$ cat src/rtl/l2_writeback_buffer.sv
// l2_writeback_buffer: FIFO of dirty L2 victim lines drained to pmem, with combinational probe and in-place coalescing.
module l2_writeback_buffer #(
  parameter int WIDTH = 256,
  parameter int DEPTH = 4,
  parameter int ADDR_W = 32,
  localparam int PW = $clog2(DEPTH),
  localparam int CW = $clog2(DEPTH + 1)
) (
  input  logic              clk,
  input  logic              rst_n,
  input  logic              wb_req,
  input  logic [ADDR_W-1:0] wb_addr,
  input  logic [WIDTH-1:0]  wb_data,
  output logic              wb_ready,
  input  logic [ADDR_W-1:0] lookup_addr,
  output logic              lookup_hit,
  output logic [WIDTH-1:0]  lookup_data,
  output logic              pmem_write,
  output logic [ADDR_W-1:0] pmem_address,
  output logic [WIDTH-1:0]  pmem_wdata,
  input  logic              pmem_resp,
  output logic [CW-1:0]     count,
  output logic              empty
);
  typedef enum logic {IDLE, WRITE} state_t;
  state_t state_q, state_n;
  logic [ADDR_W-6:0] tag_q [DEPTH];
  logic [WIDTH-1:0] data_q [DEPTH];
  logic [PW-1:0] head_q, tail_q, co_idx, widx;
  logic [CW-1:0] count_q;
  logic co_hit, push, app, pop, unused_ok;

  function automatic logic [PW-1:0] inc(input logic [PW-1:0] p);
    return p == PW'(DEPTH - 1) ? '0 : p + PW'(1);
  endfunction

  assign wb_ready = count_q != CW'(DEPTH);
  assign push = wb_req && wb_ready;
  assign app = push && !co_hit;
  assign pop = state_q == WRITE && pmem_resp;
  assign widx = co_hit ? co_idx : tail_q;
  assign count = count_q;
  assign empty = count_q == '0;
  assign pmem_write = state_q == WRITE;
  assign pmem_address = pmem_write ? {tag_q[head_q], 5'b0} : '0;
  assign pmem_wdata = pmem_write ? data_q[head_q] : '0;
  assign unused_ok = ^{wb_addr[4:0], lookup_addr[4:0]};

  always_comb begin
    state_n = state_q == IDLE ? (empty ? IDLE : WRITE) : (pmem_resp ? IDLE : WRITE);
  end

  // Walk oldest to youngest so a later match (append behind head-in-WRITE) wins.
  always_comb begin
    logic [PW-1:0] idx;
    idx = '0;
    lookup_hit = 1'b0;
    lookup_data = '0;
    co_hit = 1'b0;
    co_idx = '0;
    for (int k = 0; k < DEPTH; k++) begin
      idx = PW'((int'(head_q) + k) % DEPTH);
      if (k < int'(count_q) && tag_q[idx] == lookup_addr[ADDR_W-1:5]) begin
        lookup_hit = 1'b1;
        lookup_data = data_q[idx];
      end
      if (k < int'(count_q) && !(k == 0 && state_q == WRITE) && tag_q[idx] == wb_addr[ADDR_W-1:5]) begin
        co_hit = 1'b1;
        co_idx = idx;
      end
    end
  end

  always_ff @(posedge clk or negedge rst_n) begin
    if (!rst_n) begin
      state_q <= IDLE;
      head_q <= '0;
      tail_q <= '0;
      count_q <= '0;
    end else begin
      state_q <= state_n;
      if (app) tail_q <= inc(tail_q);
      if (pop) head_q <= inc(head_q);
      count_q <= count_q + CW'(app) - CW'(pop);
    end
  end

  always_ff @(posedge clk) begin
    if (push) begin
      tag_q[widx] <= wb_addr[ADDR_W-1:5];
      data_q[widx] <= wb_data;
    end
  end
endmodule

$ cat config.mk
export PLATFORM = sky130hd
export DESIGN_NAME = l2_writeback_buffer
export DESIGN_NICKNAME = d
export VERILOG_FILES = /design/src/rtl/l2_writeback_buffer.sv
export SDC_FILE = /design/constraint.sdc
export NUM_CORES = 2
export LEC_CHECK = 0
export CAP_MARGIN = 20
export CORE_MARGIN = 4
export CORE_UTILIZATION = 56
export DETAILED_ROUTE_END_ITERATION = 6
export PLACE_DENSITY = 0.85
export SLEW_MARGIN = 30
export SYNTH_ARGS = -nofsm -noshare
export SYNTH_HDL_FRONTEND = slang
export SYNTH_SLANG_ARGS = --single-unit
$ cat constraint.sdc
create_clock -name clk -period 67.8 [get_ports clk]
set_input_delay 13.56 -clock clk [delete_from_list [all_inputs] [get_ports clk]]
set_output_delay 13.56 -clock clk [all_outputs]
set_load 0.02 [all_outputs]
==> impl_metrics.xml <==
<?xml version="1.0" encoding="UTF-8"?>
<metrics>
  <group name="sta">
    <metric name="maxSlewHeadroom" unit="%">22.0</metric>
    <metric name="final-hold-violation-count" unit="">0</metric>
    <metric name="final_period_minus_worst_setup_slack" unit="ns">32.94</metric>
    <metric name="final.setup.worst_slack" unit="ns">34.86</metric>
    <metric name="final-setup-viol-count" unit="">0</metric>
    <metric name="timing.clock.skew" unit="ns">0.0571</metric>
    <metric name="whs" unit="ns">0.573</metric>
    <metric name="clock.fmax" unit="MHz">30.4</metric>
    <metric name="tns" unit="ns">0</metric>
    <metric name="period_share" unit="%">48.6</metric>
    <metric name="grt_setup_unrepaired" unit="">no</metric>
    <metric name="worst-slew-pin-transition" unit="ns">1.17</metric>
    <metric name="final_max_slew_viol_count" unit="">0</metric>
  </group>
  <group name="final_layout">
    <metric name="layout-drive-gt1-share" unit="%">26.5</metric>
    <metric name="final_nets" unit="">5469</metric>
    <metric name="final_cell_area" unit="µm²">87000</metric>
    <metric name="area_delta_synth_final" unit="%">18.5</metric>
    <metric name="stdcell_count" unit="">7044</metric>
  </group>
  <group name="floorplanning">
    <metric name="initial_core_util" unit="%">56.6</metric>
    <metric name="fp.dieH" unit="µm">370</metric>
    <metric name="core.rowCount" unit="">132</metric>
    <metric name="ports" unit="">875</metric>
    <metric name="dieArea" unit="µm²">137000</metric>
    <metric name="core_area" unit="µm²">130000</metric>
    <metric name="die_wd" unit="µm">370</metric>
  </group>
  <group name="grt">
    <metric name="grt_pass1_wl" unit="mm">324</metric>
    <metric name="maximum_number_of_pins_on_one_net_before_global_route_repair" unit="">228</metric>
    <metric name="global_route.overflow_total" unit="">0</metric>
    <metric name="overall_track_demand_over_capacity_in_global_routing" unit="%">31.2</metric>
    <metric name="first_global_vias" unit="">50100</metric>
    <metric name="grt_antenna_before_repair" unit="">68</metric>
  </group>
  <group name="cts">
    <metric name="insertion_delay" unit="ns">0.76</metric>
    <metric name="htreeDepth" unit="">3</metric>
    <metric name="post-cts-setup-buffer-count" unit="">0</metric>
    <metric name="clock_tree.buffer_depth" unit="">3</metric>
    <metric name="cts_made_buffers" unit="">118</metric>
    <metric name="cts.sinks" unit="">1140</metric>
    <metric name="worst_path_clk_slew" unit="ns">0.06</metric>
    <metric name="clk_root_buffer_cell" unit="">clkbuf_16</metric>
    <metric name="cts-resized-gates" unit="">0</metric>
    <metric name="clock_tree_from_tritoncts" unit="">done</metric>
    <metric name="postCtsHoldBufs" unit="">0</metric>
  </group>
  <group name="route">
    <metric name="detail_route.iter0.violations" unit="">6774</metric>
    <metric name="met2WireLength" unit="mm">108</metric>
    <metric name="avgViaCountPerCell" unit="">7.31</metric>
    <metric name="drt_pre_antenna_iters" unit="">5</metric>
    <metric name="top_signal_layer_used" unit="">met5</metric>
    <metric name="met3_wirelength" unit="mm">27.0</metric>
    <metric name="final_antenna_net_count" unit="">0</metric>
    <metric name="route.final.wire_length" unit="mm">219</metric>
    <metric name="post_drt_wl_per_cell" unit="µm">31.0</metric>
    <metric name="drc_viols" unit="">0</metric>
    <metric name="met1Wirelength" unit="mm">70.7</metric>
    <metric name="via_count" unit="">51500</metric>
  </group>
  <group name="logic_synthesis">
    <metric name="synth_xor_xnor_area_share" unit="%">2.43</metric>
    <metric name="synth_enable_flop_cells" unit="">1132</metric>
    <metric name="postSynth.asyncResetShare" unit="%">0.702</metric>
    <metric name="synth-seq-area-share" unit="%">46.6</metric>
    <metric name="synth_simple_gate_area_share" unit="%">7.37</metric>
    <metric name="yosysUniqueCellTypes" unit="">63</metric>
    <metric name="post_synth.cell_area_avg" unit="µm²">16.1</metric>
    <metric name="postSynthCellCount" unit="">4569</metric>
    <metric name="yosysWarnings" unit="">0</metric>
    <metric name="postSynthRegisterBits" unit="">1140</metric>
    <metric name="ys.flop_type" unit="">edfxtp_1</metric>
    <metric name="largest_family_of_logic_cells_by_synthesized_area" unit="">multiplexers</metric>
    <metric name="synth_area" unit="µm²">73400</metric>
    <metric name="synth.mux.area_fraction" unit="%">35.3</metric>
    <metric name="synth-compound-area-share" unit="%">5.10</metric>
    <metric name="synth_fa_ha_area_share" unit="%">0.129</metric>
  </group>
  <group name="critical_path">
    <metric name="worst-setup-path-type" unit="">input pin to output port</metric>
    <metric name="start_kind" unit="">input pin</metric>
    <metric name="endpoint_kind" unit="">output port</metric>
    <metric name="cp.required" unit="ns">54.24</metric>
    <metric name="worst_ep_arrival_time" unit="ns">19.38</metric>
    <metric name="critPathMaxFanout" unit="">103</metric>
  </group>
  <group name="placement">
    <metric name="post-place-cells" unit="">6756</metric>
    <metric name="placed_cell_area" unit="µm²">82900</metric>
    <metric name="port_buffers" unit="">859</metric>
    <metric name="dp_hpwl" unit="mm">136</metric>
    <metric name="finalWeightedCongestion" unit="">0.965</metric>
    <metric name="dpl_worst_slack" unit="ns">34.28</metric>
  </group>
  <group name="status">
    <metric name="run_status" unit="">complete, no violations</metric>
  </group>
  <group name="min_path">
    <metric name="worstHoldPathType" unit="">flop to flop</metric>
  </group>
  <group name="pwr">
    <metric name="cellPowerDensity" unit="nW/µm²">45.6</metric>
    <metric name="vdd_ir_drop_max" unit="mV">0.0625</metric>
    <metric name="p_leak" unit="µW">0.0263</metric>
  </group>
  <group name="run">
    <metric name="drv.max_cap_violation_count" unit="">0</metric>
  </group>
</metrics>
-- registers in the layout, indices dropped and copies added (netlist names) --
signal      count
count           3
data_q       1024
head_q          2
pmem_write      1
tag_q         108
tail_q          2
-- synth_stat cells, types with 4 or more instances --
master / count / area (µm²)
edfxtp_1: 1132 / 34000
mux4_2: 1110 / 25000
clkbuf_1: 285 / 1070
and2_1: 284 / 1780
nand2_1: 265 / 995
o22ai_1: 263 / 1650
a31oi_1: 257 / 1610
nand3b_1: 256 / 1920
xnor2_1: 147 / 1290
buf_2: 124 / 621
mux2i_1: 79 / 791
xor2_1: 57 / 499
nand4_1: 50 / 313
buf_1: 43 / 161
buf_4: 25 / 188
inv_1: 21 / 78.8
nor4_1: 18 / 113
nor2_1: 14 / 52.6
buf_6: 12 / 135
mux2_2: 12 / 135
o21ai_0: 10 / 50.1
a21oi_1: 9 / 45.0
dfrtp_1: 8 / 200
nor3_1: 7 / 35.0
ha_1: 6 / 75.1
nand3_1: 5 / 25.0
a32oi_1: 4 / 35.0
nor4_2: 4 / 50.1
o2111ai_1: 4 / 35.0
-- per-stage QoR --
step / total power (µW) / utilization, %
floorplan: 2830 / -
global placement: 3250 / 63.8
detailed placement: 3300 / 63.8
finish: 3970 / 67.1
CTS: 3970 / 66.8
global route: 4160 / 67.0
-- layout by cell type, fill, tap and decap left out, types with 6 or more instances in the layout --
master           count
a21oi_1              8
a31oi_1            257
and2_1             284
buf_12              11
buf_4               39
buf_6               21
bufinv_16           11
clkbuf_1            19
clkbuf_16          120
clkdlybuf4s50_1    859
clkinv_1            30
clkinv_2            24
clkinvlp_4           6
diode_2             64
edfxtp_1          1132
inv_1               21
mux2_2              12
mux2i_1             79
mux4_2            1110
nand2_1            264
nand3b_1           256
nand4_1             50
nor2_1              14
nor3_1               7
nor4_1              17
o21ai_0             10
o22ai_1            263
xnor2_1            147
xor2_1              57
-- logic make-up (layout without fill, tap and decap cells) --
kind of cell    Yosys count  after routing
mux                    1202           1202
flops                  1140           1140
simple gates            920            920
compound gates          585            585
buf+inv                 510           1175
xor+xnor                204            204
fa+ha+maj                 7              7
other cells               1             69
-- worst max-delay path, cell delays in order --
cell             delay [ns]
clkdlybuf4s50_1        0.56
xor2_1                 0.23
nor4_1                 0.58
nand4_1                0.25
nor4_4                 0.31
buf_4                  0.74
buf_4                  0.80
buf_6                  0.66
nand2_1                0.10
a31oi_1                0.56
clkdlybuf4s50_1        0.82
-- routing by layer --
| metal | global-route usage (%) | vias up |
|---|---|---|
| met3 | 8.49 | 588 |
| met2 | 50.2 | 3678 |
| met5 | 0 | - |
| met1 | 39.2 | 26400 |
| met4 | 16.2 | 24 |
| li1 | - | 20800 |
-- worst paths after layout --
check / end / depth (start not counted) / slack (ns) / from
worst max-delay path: lookup_data[160] / 11 / 34.86 / lookup_addr[10]
worst min-delay path: tail_q[0]$_DFFE_PN0P_ / 1 / 0.57 / tail_q[0]$_DFFE_PN0P_
worst max register to register: data_q[1][102]$_DFFE_PP_ / 14 / 59.35 / head_q[0]$_DFFE_PN0P_
worst min register to register: tail_q[0]$_DFFE_PN0P_ / 1 / 0.57 / tail_q[0]$_DFFE_PN0P_
max in group asynchronous: head_q[1]$_DFFE_PN0P_ / 1 / 54.34 / rst_n
min in group asynchronous: count[2]$_DFF_PN0_ / 1 / 13.15 / rst_n
-- where the power goes --
| part | internal [µW] | total (µW) | switching [µW] |
|---|---|---|---|
| registers | 957 | 1090 | 130 |
| clock network | 368 | 648 | 280 |
| logic | 1150 | 2240 | 1090 |
-- layout make-up --
class	instances	area (µm²)
fillers	8310	42800
multi-input cells	2923	37100
flip-flops and latches	1140	34200
repair buffers	934	9460
clock buffers	141	3100
well taps	1742	2180
clock inverters	79	773
diodes	64	160
inverters	21	78.8
Power figures use the tool's default switching activity.
